**src/rtl/jtag_pkg.sv**
```systemverilog
// Shared JTAG definitions: TAP state encoding, default opcodes and the
// all-ones BYPASS decode rule used by every block on the JTAG path.
package jtag_pkg;

  localparam logic [3:0] TLR    = 4'd0;
  localparam logic [3:0] RTI    = 4'd1;
  localparam logic [3:0] SEL_DR = 4'd2;
  localparam logic [3:0] CAP_DR = 4'd3;
  localparam logic [3:0] SH_DR  = 4'd4;
  localparam logic [3:0] EX1_DR = 4'd5;
  localparam logic [3:0] PA_DR  = 4'd6;
  localparam logic [3:0] EX2_DR = 4'd7;
  localparam logic [3:0] UPD_DR = 4'd8;
  localparam logic [3:0] SEL_IR = 4'd9;
  localparam logic [3:0] CAP_IR = 4'd10;
  localparam logic [3:0] SH_IR  = 4'd11;
  localparam logic [3:0] EX1_IR = 4'd12;
  localparam logic [3:0] PA_IR  = 4'd13;
  localparam logic [3:0] EX2_IR = 4'd14;
  localparam logic [3:0] UPD_IR = 4'd15;

  localparam logic [3:0] DEFAULT_IDCODE_OPCODE = 4'h1;
  localparam logic [3:0] DEFAULT_USER_OPCODE   = 4'h8;

  typedef enum logic [1:0] {
    INSTR_BYPASS = 2'd0,
    INSTR_IDCODE = 2'd1,
    INSTR_USER   = 2'd2
  } instr_e;

  // True when the low w bits of v are all ones (the BYPASS opcode).
  function automatic logic is_all_ones(input logic [7:0] v, input int unsigned w);
    logic ones;
    ones = 1'b1;
    for (int unsigned i = 0; i < 8; i++) begin
      if (i < w && !v[i]) ones = 1'b0;
    end
    return ones;
  endfunction

endpackage

```
**src/rtl/tap_fsm.sv**
```systemverilog
// 16-state IEEE 1149.1 TAP controller; exposes current and next state so the
// core can act on Test_logic_reset entry in the same edge.
module tap_fsm
  import jtag_pkg::*;
(
  input  logic       TCLK,
  input  logic       TRST,
  input  logic       TMS,
  output logic [3:0] STATE,
  output logic [3:0] next_state
);

  logic [3:0] state_q;

  always_comb begin
    next_state = TLR;
    case (state_q)
      TLR:     next_state = TMS ? TLR    : RTI;
      RTI:     next_state = TMS ? SEL_DR : RTI;
      SEL_DR:  next_state = TMS ? SEL_IR : CAP_DR;
      CAP_DR:  next_state = TMS ? EX1_DR : SH_DR;
      SH_DR:   next_state = TMS ? EX1_DR : SH_DR;
      EX1_DR:  next_state = TMS ? UPD_DR : PA_DR;
      PA_DR:   next_state = TMS ? EX2_DR : PA_DR;
      EX2_DR:  next_state = TMS ? UPD_DR : SH_DR;
      UPD_DR:  next_state = TMS ? SEL_DR : RTI;
      SEL_IR:  next_state = TMS ? TLR    : CAP_IR;
      CAP_IR:  next_state = TMS ? EX1_IR : SH_IR;
      SH_IR:   next_state = TMS ? EX1_IR : SH_IR;
      EX1_IR:  next_state = TMS ? UPD_IR : PA_IR;
      PA_IR:   next_state = TMS ? EX2_IR : PA_IR;
      EX2_IR:  next_state = TMS ? UPD_IR : SH_IR;
      UPD_IR:  next_state = TMS ? SEL_DR : RTI;
      default: next_state = TLR;
    endcase
  end

  always_ff @(posedge TCLK or posedge TRST) begin
    if (TRST) state_q <= TLR;
    else      state_q <= next_state;
  end

  assign STATE = state_q;

endmodule

```
**src/rtl/jtag_tap_core.sv**
```systemverilog
// JTAG test access port: TAP controller, instruction register, BYPASS and
// IDCODE data registers, falling-edge TDO retiming and user DR strobes.
module jtag_tap_core
  import jtag_pkg::*;
#(
  parameter int unsigned          IR_WIDTH      = 4,
  parameter logic [31:0]          IDCODE_VALUE  = 32'h1234_5677,
  parameter logic [IR_WIDTH-1:0]  IDCODE_OPCODE = IR_WIDTH'(DEFAULT_IDCODE_OPCODE),
  parameter logic [IR_WIDTH-1:0]  USER_OPCODE   = IR_WIDTH'(DEFAULT_USER_OPCODE)
) (
  input  logic                TCLK,
  input  logic                TRST,
  input  logic                TMS,
  input  logic                TDI,
  output logic                TDO,
  output logic                TDO_EN,
  output logic [3:0]          STATE,
  output logic [IR_WIDTH-1:0] IR,
  output logic                USER_SEL,
  output logic                USER_CAPTURE,
  output logic                USER_SHIFT,
  output logic                USER_UPDATE,
  input  logic                USER_TDO
);

  localparam logic [IR_WIDTH-1:0] IR_CAPTURE = IR_WIDTH'(2'b01);

  logic [3:0]          state;
  logic [3:0]          state_d;
  logic [IR_WIDTH-1:0] ir_sr;
  logic [IR_WIDTH-1:0] ir_q;
  logic                bypass_q;
  logic [31:0]         idcode_q;
  logic                dr_tdo;
  logic                tdo_q;
  logic                tdo_en_q;
  instr_e              instr;

  tap_fsm u_fsm (
    .TCLK       (TCLK),
    .TRST       (TRST),
    .TMS        (TMS),
    .STATE      (state),
    .next_state (state_d)
  );

  always_ff @(posedge TCLK or posedge TRST) begin
    if (TRST) begin
      ir_sr <= IR_CAPTURE;
    end else if (state == CAP_IR) begin
      ir_sr <= IR_CAPTURE;
    end else if (state == SH_IR) begin
      ir_sr <= {TDI, ir_sr[IR_WIDTH-1:1]};
    end
  end

  // Entering Test_logic_reset by TMS restores IDCODE on that same edge.
  always_ff @(posedge TCLK or posedge TRST) begin
    if (TRST) begin
      ir_q <= IDCODE_OPCODE;
    end else if (state_d == TLR) begin
      ir_q <= IDCODE_OPCODE;
    end else if (state == UPD_IR) begin
      ir_q <= ir_sr;
    end
  end

  always_comb begin
    instr = INSTR_BYPASS;
    if (is_all_ones(8'(ir_q), IR_WIDTH)) instr = INSTR_BYPASS;
    else if (ir_q == IDCODE_OPCODE)      instr = INSTR_IDCODE;
    else if (ir_q == USER_OPCODE)        instr = INSTR_USER;
  end

  always_ff @(posedge TCLK or posedge TRST) begin
    if (TRST) begin
      bypass_q <= 1'b0;
    end else if (instr == INSTR_BYPASS) begin
      if (state == CAP_DR)     bypass_q <= 1'b0;
      else if (state == SH_DR) bypass_q <= TDI;
    end
  end

  always_ff @(posedge TCLK or posedge TRST) begin
    if (TRST) begin
      idcode_q <= IDCODE_VALUE;
    end else if (instr == INSTR_IDCODE) begin
      if (state == CAP_DR)     idcode_q <= IDCODE_VALUE;
      else if (state == SH_DR) idcode_q <= {TDI, idcode_q[31:1]};
    end
  end

  always_comb begin
    dr_tdo = bypass_q;
    case (instr)
      INSTR_IDCODE: dr_tdo = idcode_q[0];
      INSTR_USER:   dr_tdo = USER_TDO;
      default:      dr_tdo = bypass_q;
    endcase
  end

  // TDO is valid only while TDO_EN is high; both retimed to the falling edge.
  always_ff @(negedge TCLK or posedge TRST) begin
    if (TRST) begin
      tdo_q    <= 1'b0;
      tdo_en_q <= 1'b0;
    end else begin
      tdo_en_q <= (state == SH_DR) || (state == SH_IR);
      if (state == SH_IR)      tdo_q <= ir_sr[0];
      else if (state == SH_DR) tdo_q <= dr_tdo;
      else                     tdo_q <= 1'b0;
    end
  end

  assign TDO          = tdo_q;
  assign TDO_EN       = tdo_en_q;
  assign STATE        = state;
  assign IR           = ir_q;
  assign USER_SEL     = (instr == INSTR_USER);
  assign USER_CAPTURE = USER_SEL && (state == CAP_DR);
  assign USER_SHIFT   = USER_SEL && (state == SH_DR);
  assign USER_UPDATE  = USER_SEL && (state == UPD_DR);

endmodule

```
**config.mk**
```make
export PLATFORM = sky130hd
export DESIGN_NAME = jtag_tap_core
export DESIGN_NICKNAME = d
export VERILOG_FILES = /design/src/rtl/jtag_pkg.sv /design/src/rtl/tap_fsm.sv /design/src/rtl/jtag_tap_core.sv
export SDC_FILE = /design/constraint.sdc
export NUM_CORES = 1
export LEC_CHECK = 0
export ABC_AREA = 1
export BUFFER_PORTS_ARGS = -buffer_cell sky130_fd_sc_hd__buf_2
export CAP_MARGIN = 20
export CORE_MARGIN = 4
export CORE_UTILIZATION = 55
export DETAILED_ROUTE_END_ITERATION = 6
export PLACE_DENSITY = 0.74
export REMOVE_ABC_BUFFERS = 1
export SYNTH_ARGS = -nofsm -noshare
export SYNTH_HDL_FRONTEND = slang
export SYNTH_SLANG_ARGS = --single-unit
```
**constraint.sdc**
```tcl
create_clock -name TCLK -period 1.9 [get_ports TCLK]
set_input_delay 0.095 -clock TCLK [delete_from_list [all_inputs] [get_ports TCLK]]
set_output_delay 0.095 -clock TCLK [all_outputs]
set_load 0.005 [all_outputs]
```
==> results of run 1 <==
-- through the flow --
step,setup WS [ns],cell area (µm²),hold slack (ns)
final,-0.602,2900,0.0604
after global routing,-0.701,2900,0.0860
after CTS,-0.508,2710,0.0471
after detailed placement,-0.674,2570,0.0912
after global placement,-0.601,2570,0.0874
after floorplan,-0.585,2210,0.216
-- worst reg2reg max path: cells and delay by family, from the launching register on --
| kind | cells | cell delay (ns) |
|---|---|---|
| AOI/OAI and AO/OA | 3 | 0.24 |
| DFF | 1 | 0.42 |
| and+or+nand+nor | 2 | 0.33 |
| adders and majority gates | 1 | 0.27 |
| buffers and inverters | 2 | 0.15 |
-- metal layers --
metal / vias up / global-route usage, %
met5: - / 0
met4: 0 / 8.61
met3: 9 / 3.19
met2: 34 / 33.1
met1: 868 / 23.8
li1: 929 / -
-- timing repair --
action / in CTS / in global routing
hold buffers: 1 / 0
endpoints found under the hold margin: 11 / 0
cloned: 0 / 2
pin swaps: 3 / 6
endpoints found under the setup margin: 22 / 30
gates resized for setup: 5 / 35
setup buffers: 3 / 3
-- worst max path at each step --
stage	startpoint	to	cells past startpoint
2_1_floorplan	IR[0]$_DFFE_PP1P_	TDO$_DFF_NP0_	6
3_3_place_gp	IR[0]$_DFFE_PP1P_	TDO$_DFF_NP0_	6
3_5_place_dp	IR[0]$_DFFE_PP1P_	TDO$_DFF_NP0_	6
4_1_cts	IR[2]$_DFFE_PP0P_	TDO$_DFF_NP0_	8
5_1_grt	IR[1]$_DFFE_PP0P_	TDO$_DFF_NP0_	8
6_report	IR[1]$_DFFE_PP0P_	TDO$_DFF_NP0_	8
-- layout make-up --
| cell class | count | area [µm²] |
|---|---|---|
| timing repair buffer | 51 | 417 |
| sequential | 47 | 1200 |
| inverter | 43 | 174 |
| multi-input combinational | 160 | 947 |
| tap | 50 | 62.6 |
| clock inverter | 2 | 16.3 |
| fill | 310 | 1100 |
| clock buffer | 6 | 82.6 |
-- placed cells by master, fill, tap and decap left out, types with 2 or more instances in the layout --
cell,Yosys,layout
sky130_fd_sc_hd__dfrtp_1,28,28
sky130_fd_sc_hd__o22ai_1,2,2
sky130_fd_sc_hd__a21oi_1,4,4
sky130_fd_sc_hd__clkbuf_8,0,6
sky130_fd_sc_hd__inv_2,3,9
sky130_fd_sc_hd__buf_12,1,3
sky130_fd_sc_hd__o31ai_2,0,3
sky130_fd_sc_hd__o21ai_0,24,12
sky130_fd_sc_hd__o21ai_2,6,8
sky130_fd_sc_hd__a31oi_1,11,11
sky130_fd_sc_hd__dfstp_2,17,17
sky130_fd_sc_hd__nor2_1,28,26
sky130_fd_sc_hd__nor2_2,2,4
sky130_fd_sc_hd__nor3_4,0,2
sky130_fd_sc_hd__nand3_2,6,7
sky130_fd_sc_hd__clkbuf_16,0,2
sky130_fd_sc_hd__dfrtn_1,2,2
sky130_fd_sc_hd__buf_4,1,26
sky130_fd_sc_hd__nand2_1,47,46
sky130_fd_sc_hd__o31ai_1,6,2
sky130_fd_sc_hd__ha_4,0,2
sky130_fd_sc_hd__o21ai_1,0,10
sky130_fd_sc_hd__nand3_1,10,9
sky130_fd_sc_hd__inv_1,39,33
sky130_fd_sc_hd__nand2_2,4,5
sky130_fd_sc_hd__buf_2,3,18
-- kinds of logic after synthesis --
group | count (synthesis) | share of synthesized area, %
flip-flops | 47 | 52.4
AO/OA/AOI/OAI | 55 | 14.6
buffers and inverters | 52 | 10.5
AND/OR/NAND/NOR | 102 | 20.9
adder cells (fa/ha/maj) | 3 | 1.64
-- power by group --
| group | internal, mW | switching [mW] | total (mW) |
|---|---|---|---|
| combinational | 0.998 | 1.27 | 2.27 |
| sequential | 1.54 | 0.189 | 1.73 |
| clock | 0.297 | 0.332 | 0.628 |
| total | 2.83 | 1.79 | 4.62 |
-- state kept, by name, summed over array words and instances (netlist names) --
register     cells
IR               4
ir_sr            4
u_fsm.STATE      4
bypass_q         1
idcode_q        32
TDO_EN           1
TDO              1
==> results_tabular.tex, run 1 <==
\begin{tabular}{lr}
\hline
Metric & Value \\
\hline
\multicolumn{2}{l}{\textbf{Run status}} \\
Run status & complete, but fails checks \\
Violations in the final reports & negative setup slack \\
\multicolumn{2}{l}{\textbf{Die}} \\
Initial core utilization & 57.1\% \\
Area enclosed by the die boundary & 5250 µm² \\
Count of boundary I/O pins & 19 \\
Floorplan core area & 4000 µm² \\
Chip Width & 72.5 µm \\
Die extent in y & 72.5 µm \\
Placement Rows & 23 \\
\multicolumn{2}{l}{\textbf{STA}} \\
Total of endpoints with negative setup slack in the final report & 1 \\
Unrepaired setup endpoints after global routing & yes \\
Relative slew margins & 69.0\% \\
Post-Route Setup TNS & -0.602 ns \\
Least-Margin Pin Slew & 0.465 ns \\
Total count of hold-check failures in the final report & 0 \\
Worst setup skew after layout & 0.00851 ns \\
Final worst-path setup slack & -0.602 ns \\
Max-slew violations & 0 \\
\multicolumn{2}{l}{\textbf{Routing}} \\
Wire length on met2 & 2460 µm \\
Router iterations before antenna repair & 5 \\
Drt wl/cell & 13.4 µm \\
Post-detailed-routing wire length & 4830 µm \\
First DRT Iteration DRCs & 103 \\
DR DRC count & 0 \\
DR top layer & met4 \\
Wire length the detailed router placed on met1 & 2110 µm \\
Routed met3 length & 176 µm \\
Vias per std cell & 5.13 \\
Antenna Violating Nets Remaining & 0 \\
Count of vias placed by the detailed router & 1,840 \\
\multicolumn{2}{l}{\textbf{Power and ir drop}} \\
Power density over the cells & 1600 nW/µm² \\
Total power & 4.62 mW \\
Leakage power of the design & 1.43 nW \\
Max rail drop VDD & 1.11 mV \\
\multicolumn{2}{l}{\textbf{Critical path}} \\
Required arrival time at the worst endpoint & 1.10 ns \\
R2R Path End & TDO\$\_DFF\_NP0\_ \\
CP startpoint kind & flop \\
Data arrival time at the worst-slack endpoint & 1.70 ns \\
Path type of the worst setup path & flop to flop \\
Total buffers and inverters traversed by the critical path & 2 \\
Peak fanout along the critical path & 2 \\
Crit path max-delay cell type & sky130\_fd\_sc\_hd\_\_dfrtp\_1 \\
Cell-by-cell trace of the critical path & nor2\_2, inv\_2, nor3\_4, inv\_2, ha\_4, a31oi\_1, o21ai\_1, o21ai\_1 \\
Worst setup slack for register-to-register paths & -0.60 ns \\
Type of element capturing the critical path & flop \\
Family of cells with the greatest summed delay on the critical path & flip-flops \\
Start of the worst register-to-register path & IR[1]\$\_DFFE\_PP0P\_ \\
Crit path largest cell delay & 0.42 ns \\
Register-to-Register Path Depth & 8 \\
\multicolumn{2}{l}{\textbf{Clock network}} \\
Number of CTS-inserted buffers & 5 \\
Number of levels in the clock H-tree & 2 \\
Clock latency on the worst-skew pair & 0.30 ns \\
Clock buffer depth & 2 \\
Number of clock sinks seen by CTS & 47 \\
Clock root cell & sky130\_fd\_sc\_hd\_\_clkbuf\_8 \\
Clk pin slew, worst setup/hold paths & 0.08 ns \\
TritonCTS clock tree & yes \\
\multicolumn{2}{l}{\textbf{Placement}} \\
Detail Placement HPWL & 3250 µm \\
Port buffer count & 18 \\
Dpl cells & 342 \\
Last weighted congestion value of the routability-driven placer & 0.868 \\
\multicolumn{2}{l}{\textbf{Synthesis}} \\
Proportion of netlist area held by the largest area contributor & 30.7\% \\
Library cell with the highest instance count after synthesis & sky130\_fd\_sc\_hd\_\_nand2\_1 \\
Cell type with the highest aggregate area in the netlist & sky130\_fd\_sc\_hd\_\_dfrtp\_1 \\
Synthesis Warnings & 0 \\
Proportion of synthesized flip-flops having asynchronous set or reset & 100\% \\
Leading post-synthesis cells by cell area & sky130\_fd\_sc\_hd\_\_dfrtp\_1 (31\%), sky130\_fd\_sc\_hd\_\_dfstp\_2 (20\%), sky130\_fd\_sc\_hd\_\_nand2\_1 (7.7\%) \\
Count of state elements after synthesis & 47 \\
Synthesized cell area & 2290 µm² \\
Synthesized area per cell & 8.83 µm² \\
Proportion of synthesized chip area in sequential cells & 52.4\% \\
Distinct cell type count after synthesis & 31 \\
Gate count after technology mapping & 259 \\
Commonest cells in the netlist & sky130\_fd\_sc\_hd\_\_nand2\_1 (47), sky130\_fd\_sc\_hd\_\_inv\_1 (39), sky130\_fd\_sc\_hd\_\_dfrtp\_1 (28), sky130\_fd\_sc\_hd\_\_nor2\_1 (28), sky130\_fd\_sc\_hd\_\_o21ai\_0 (24) \\
Top flip-flop cell by instance count after synthesis & sky130\_fd\_sc\_hd\_\_dfrtp\_1 \\
Number of flops mapped to enable cells by yosys & 0 \\
\multicolumn{2}{l}{\textbf{Finish}} \\
Layout cell share with drive strength beyond 1 & 38.8\% \\
Number of antenna diodes & 0 \\
Area growth syn-to-layout & 26.7\% \\
Finished Core Util & 72.4\% \\
Count of nets after finishing & 316 \\
Finished Layout Cells & 359 \\
\multicolumn{2}{l}{\textbf{Global routing}} \\
Global-route total usage across every layer & 19.2\% \\
Number of antenna violations at the first check in global routing & 0 \\
Vias in the first global route & 1,742 \\
Largest net degree at the start of global routing & 32 \\
Wire length of the first global-routing pass & 7820 µm \\
GRT Residual Overflow & 0 \\
\multicolumn{2}{l}{\textbf{Min path}} \\
Hold path startpoint & TDI \\
Cell count of the worst hold path & 3 \\
Worst hold-check path type & input pin to flop \\
Capture endpoint of the worst hold path & ir\_sr[3]\$\_DFFE\_PP0N\_ \\
\multicolumn{2}{l}{\textbf{Run}} \\
Number of max-capacitance violations reported & 0 \\
\hline
\end{tabular}
No activity file was read; power rests on OpenSTA's default activity.
==> inputs of run 2 (changes only) <==
SETUP_SLACK_MARGIN = 0.3   (was unset)
==> run 2 against run 1 <==
  * The run still ends with negative setup slack left
  * Critical path depth fell by 1
  * Non-clock buffer count up 13
  * Global-route usage increased by 1.4 points
  * Clock skew is 0.0020 ns higher
  * Sequential cell count unchanged
  * Utilization increased by 5.2 points
  * Clock-buffer cell count unchanged
  * Critical endpoint unchanged
==> results_tabular.tex, run 2 (synthesis gave the netlist of run 1 again) <==
\begin{tabular}{lr}
\hline
Metric & Value \\
\hline
\multicolumn{2}{l}{\textbf{Routing}} \\
Antenna Violating Nets Remaining & 0 \\
Post-detailed-routing wire length & 5190 µm \\
First DRT Iteration DRCs & 118 \\
DR DRC count & 0 \\
DR top layer & met4 \\
Routed met3 length & 174 µm \\
Wire length on met2 & 2700 µm \\
Drt wl/cell & 14.0 µm \\
Wire length the detailed router placed on met1 & 2210 µm \\
Vias per std cell & 5.20 \\
Count of vias placed by the detailed router & 1,935 \\
Router iterations before antenna repair & 4 \\
\multicolumn{2}{l}{\textbf{Critical path}} \\
Critical path startpoint & IR[0]\$\_DFFE\_PP1P\_ \\
CP startpoint kind & flop \\
Worst setup slack for register-to-register paths & -0.58 ns \\
Register-to-Register Path Depth & 7 \\
R2R Path End & TDO\$\_DFF\_NP0\_ \\
Peak fanout along the critical path & 2 \\
Path type of the worst setup path & flop to flop \\
Type of element capturing the critical path & flop \\
Data arrival time at the worst-slack endpoint & 1.69 ns \\
Start of the worst register-to-register path & IR[0]\$\_DFFE\_PP1P\_ \\
Required arrival time at the worst endpoint & 1.10 ns \\
\multicolumn{2}{l}{\textbf{Power and ir drop}} \\
Leakage power of the design & 1.54 nW \\
Total power & 5.03 mW \\
Power density over the cells & 1620 nW/µm² \\
Max rail drop VDD & 1.18 mV \\
\multicolumn{2}{l}{\textbf{Placement}} \\
Dpl cells & 342 \\
Detail Placement HPWL & 3250 µm \\
Port buffer count & 18 \\
Last weighted congestion value of the routability-driven placer & 0.868 \\
Worst-case setup slack after placement & -0.674 ns \\
Area post-placement & 2570 µm² \\
\multicolumn{2}{l}{\textbf{STA}} \\
Least-Margin Pin Slew & 0.520 ns \\
Unrepaired setup endpoints after global routing & yes \\
Relative slew margins & 65.3\% \\
Post-Route Setup TNS & -0.639 ns \\
Total count of hold-check failures in the final report & 0 \\
Final worst-path setup slack & -0.585 ns \\
Max-slew violations & 0 \\
Worst setup skew after layout & 0.0105 ns \\
Total of endpoints with negative setup slack in the final report & 5 \\
Hold Worst Slack & 0.0690 ns \\
\multicolumn{2}{l}{\textbf{Clock network}} \\
Clock buffer depth & 2 \\
Clock root cell & sky130\_fd\_sc\_hd\_\_clkbuf\_8 \\
Number of levels in the clock H-tree & 2 \\
Number of CTS-inserted buffers & 5 \\
Clk pin slew, worst setup/hold paths & 0.09 ns \\
TritonCTS clock tree & yes \\
Number of clock sinks seen by CTS & 47 \\
Clock latency on the worst-skew pair & 0.30 ns \\
\multicolumn{2}{l}{\textbf{Finish}} \\
Most frequent cells in the layout & sky130\_fd\_sc\_hd\_\_nand2\_1 (40), sky130\_fd\_sc\_hd\_\_buf\_4 (33), sky130\_fd\_sc\_hd\_\_inv\_1 (31), sky130\_fd\_sc\_hd\_\_dfrtp\_1 (28), sky130\_fd\_sc\_hd\_\_nor2\_1 (20) \\
Area growth syn-to-layout & 35.8\% \\
Post-layout instance area & 3100 µm² \\
Number of antenna diodes & 0 \\
Finished Layout Cells & 372 \\
Count of nets after finishing & 329 \\
Max reg flops & 32 \\
Layout cell share with drive strength beyond 1 & 46.9\% \\
Register bank with the most flops & idcode\_q \\
Commonest non-fill, non-tap cell in the layout & sky130\_fd\_sc\_hd\_\_nand2\_1 \\
Finished Core Util & 77.6\% \\
\multicolumn{2}{l}{\textbf{Min path}} \\
Capture endpoint of the worst hold path & ir\_sr[3]\$\_DFFE\_PP0N\_ \\
Worst hold-check path type & input pin to flop \\
Hold path startpoint & TDI \\
Cell count of the worst hold path & 3 \\
\multicolumn{2}{l}{\textbf{Global routing}} \\
Vias in the first global route & 1,885 \\
Largest net degree at the start of global routing & 32 \\
GRT Residual Overflow & 0 \\
Global-route total usage across every layer & 20.7\% \\
Wire length of the first global-routing pass & 8410 µm \\
Number of antenna violations at the first check in global routing & 0 \\
\multicolumn{2}{l}{\textbf{Run status}} \\
Run status & complete, but fails checks \\
Violations in the final reports & negative setup slack \\
\multicolumn{2}{l}{\textbf{Die}} \\
Count of boundary I/O pins & 19 \\
Initial core utilization & 57.1\% \\
Chip Width & 72.5 µm \\
Floorplan core area & 4000 µm² \\
Die extent in y & 72.5 µm \\
Placement Rows & 23 \\
Area enclosed by the die boundary & 5250 µm² \\
\multicolumn{2}{l}{\textbf{Run}} \\
Number of max-capacitance violations reported & 0 \\
\hline
\end{tabular}
==> run 2: cell types whose count changed in the layout (fill, tap and decap cells not counted), sizes merged <==
cell,before,now
buf,48,61
==> run 2: final cells by class <==
class,count,area [µm²]
Clock buffer,6,82.6
Clock inverter,2,16.3
Fill cell,244,896
Inverter,43,176
Multi-Input combinational cell,160,1030
Sequential cell,47,1200
Tap cell,50,62.6
Timing Repair Buffer,64,538
==> run 2: critical path, stage by stage, from the launching register on <==
cell	delay, ns
sky130_fd_sc_hd__dfstp_2	0.55
sky130_fd_sc_hd__inv_2	0.05
sky130_fd_sc_hd__nor3_4	0.18
sky130_fd_sc_hd__inv_2	0.09
sky130_fd_sc_hd__ha_4	0.27
sky130_fd_sc_hd__a31oi_1	0.08
sky130_fd_sc_hd__o21ai_1	0.09
sky130_fd_sc_hd__o21ai_1	0.07
==> run 2: report_power, final <==
part           internal, mW  switching [mW]
Combinational          1.21            1.46
Clock                 0.297           0.334
Sequential             1.54           0.190
==> run 2: worst max-delay path by stage <==
| stage | endpoint | slack, ns |
|---|---|---|
| floorplan | TDO$_DFF_NP0_ | -0.58 |
| detailed placement | TDO$_DFF_NP0_ | -0.67 |
| finish | TDO$_DFF_NP0_ | -0.58 |
| global placement | TDO$_DFF_NP0_ | -0.60 |
| CTS | TDO$_DFF_NP0_ | -0.51 |
| global route | TDO$_DFF_NP0_ | -0.71 |
==> run 2: layer usage <==
layer  vias up  track usage [%]
met3         9             3.19
met4         0             9.43
met5         -                0
met2        40             36.3
met1       931             24.9
li1        955                -
==> run 2: repair_timing <==
| item | in CTS | in global routing |
|---|---|---|
| hold buffers | 1 | 0 |
| hold endpoints to repair | 11 | 0 |
| setup buffers | 13 | 6 |
| gates resized for setup | 41 | 34 |
| pin swaps | 19 | 7 |
| gates cloned | 0 | 2 |
| setup endpoints to repair | 44 | 46 |
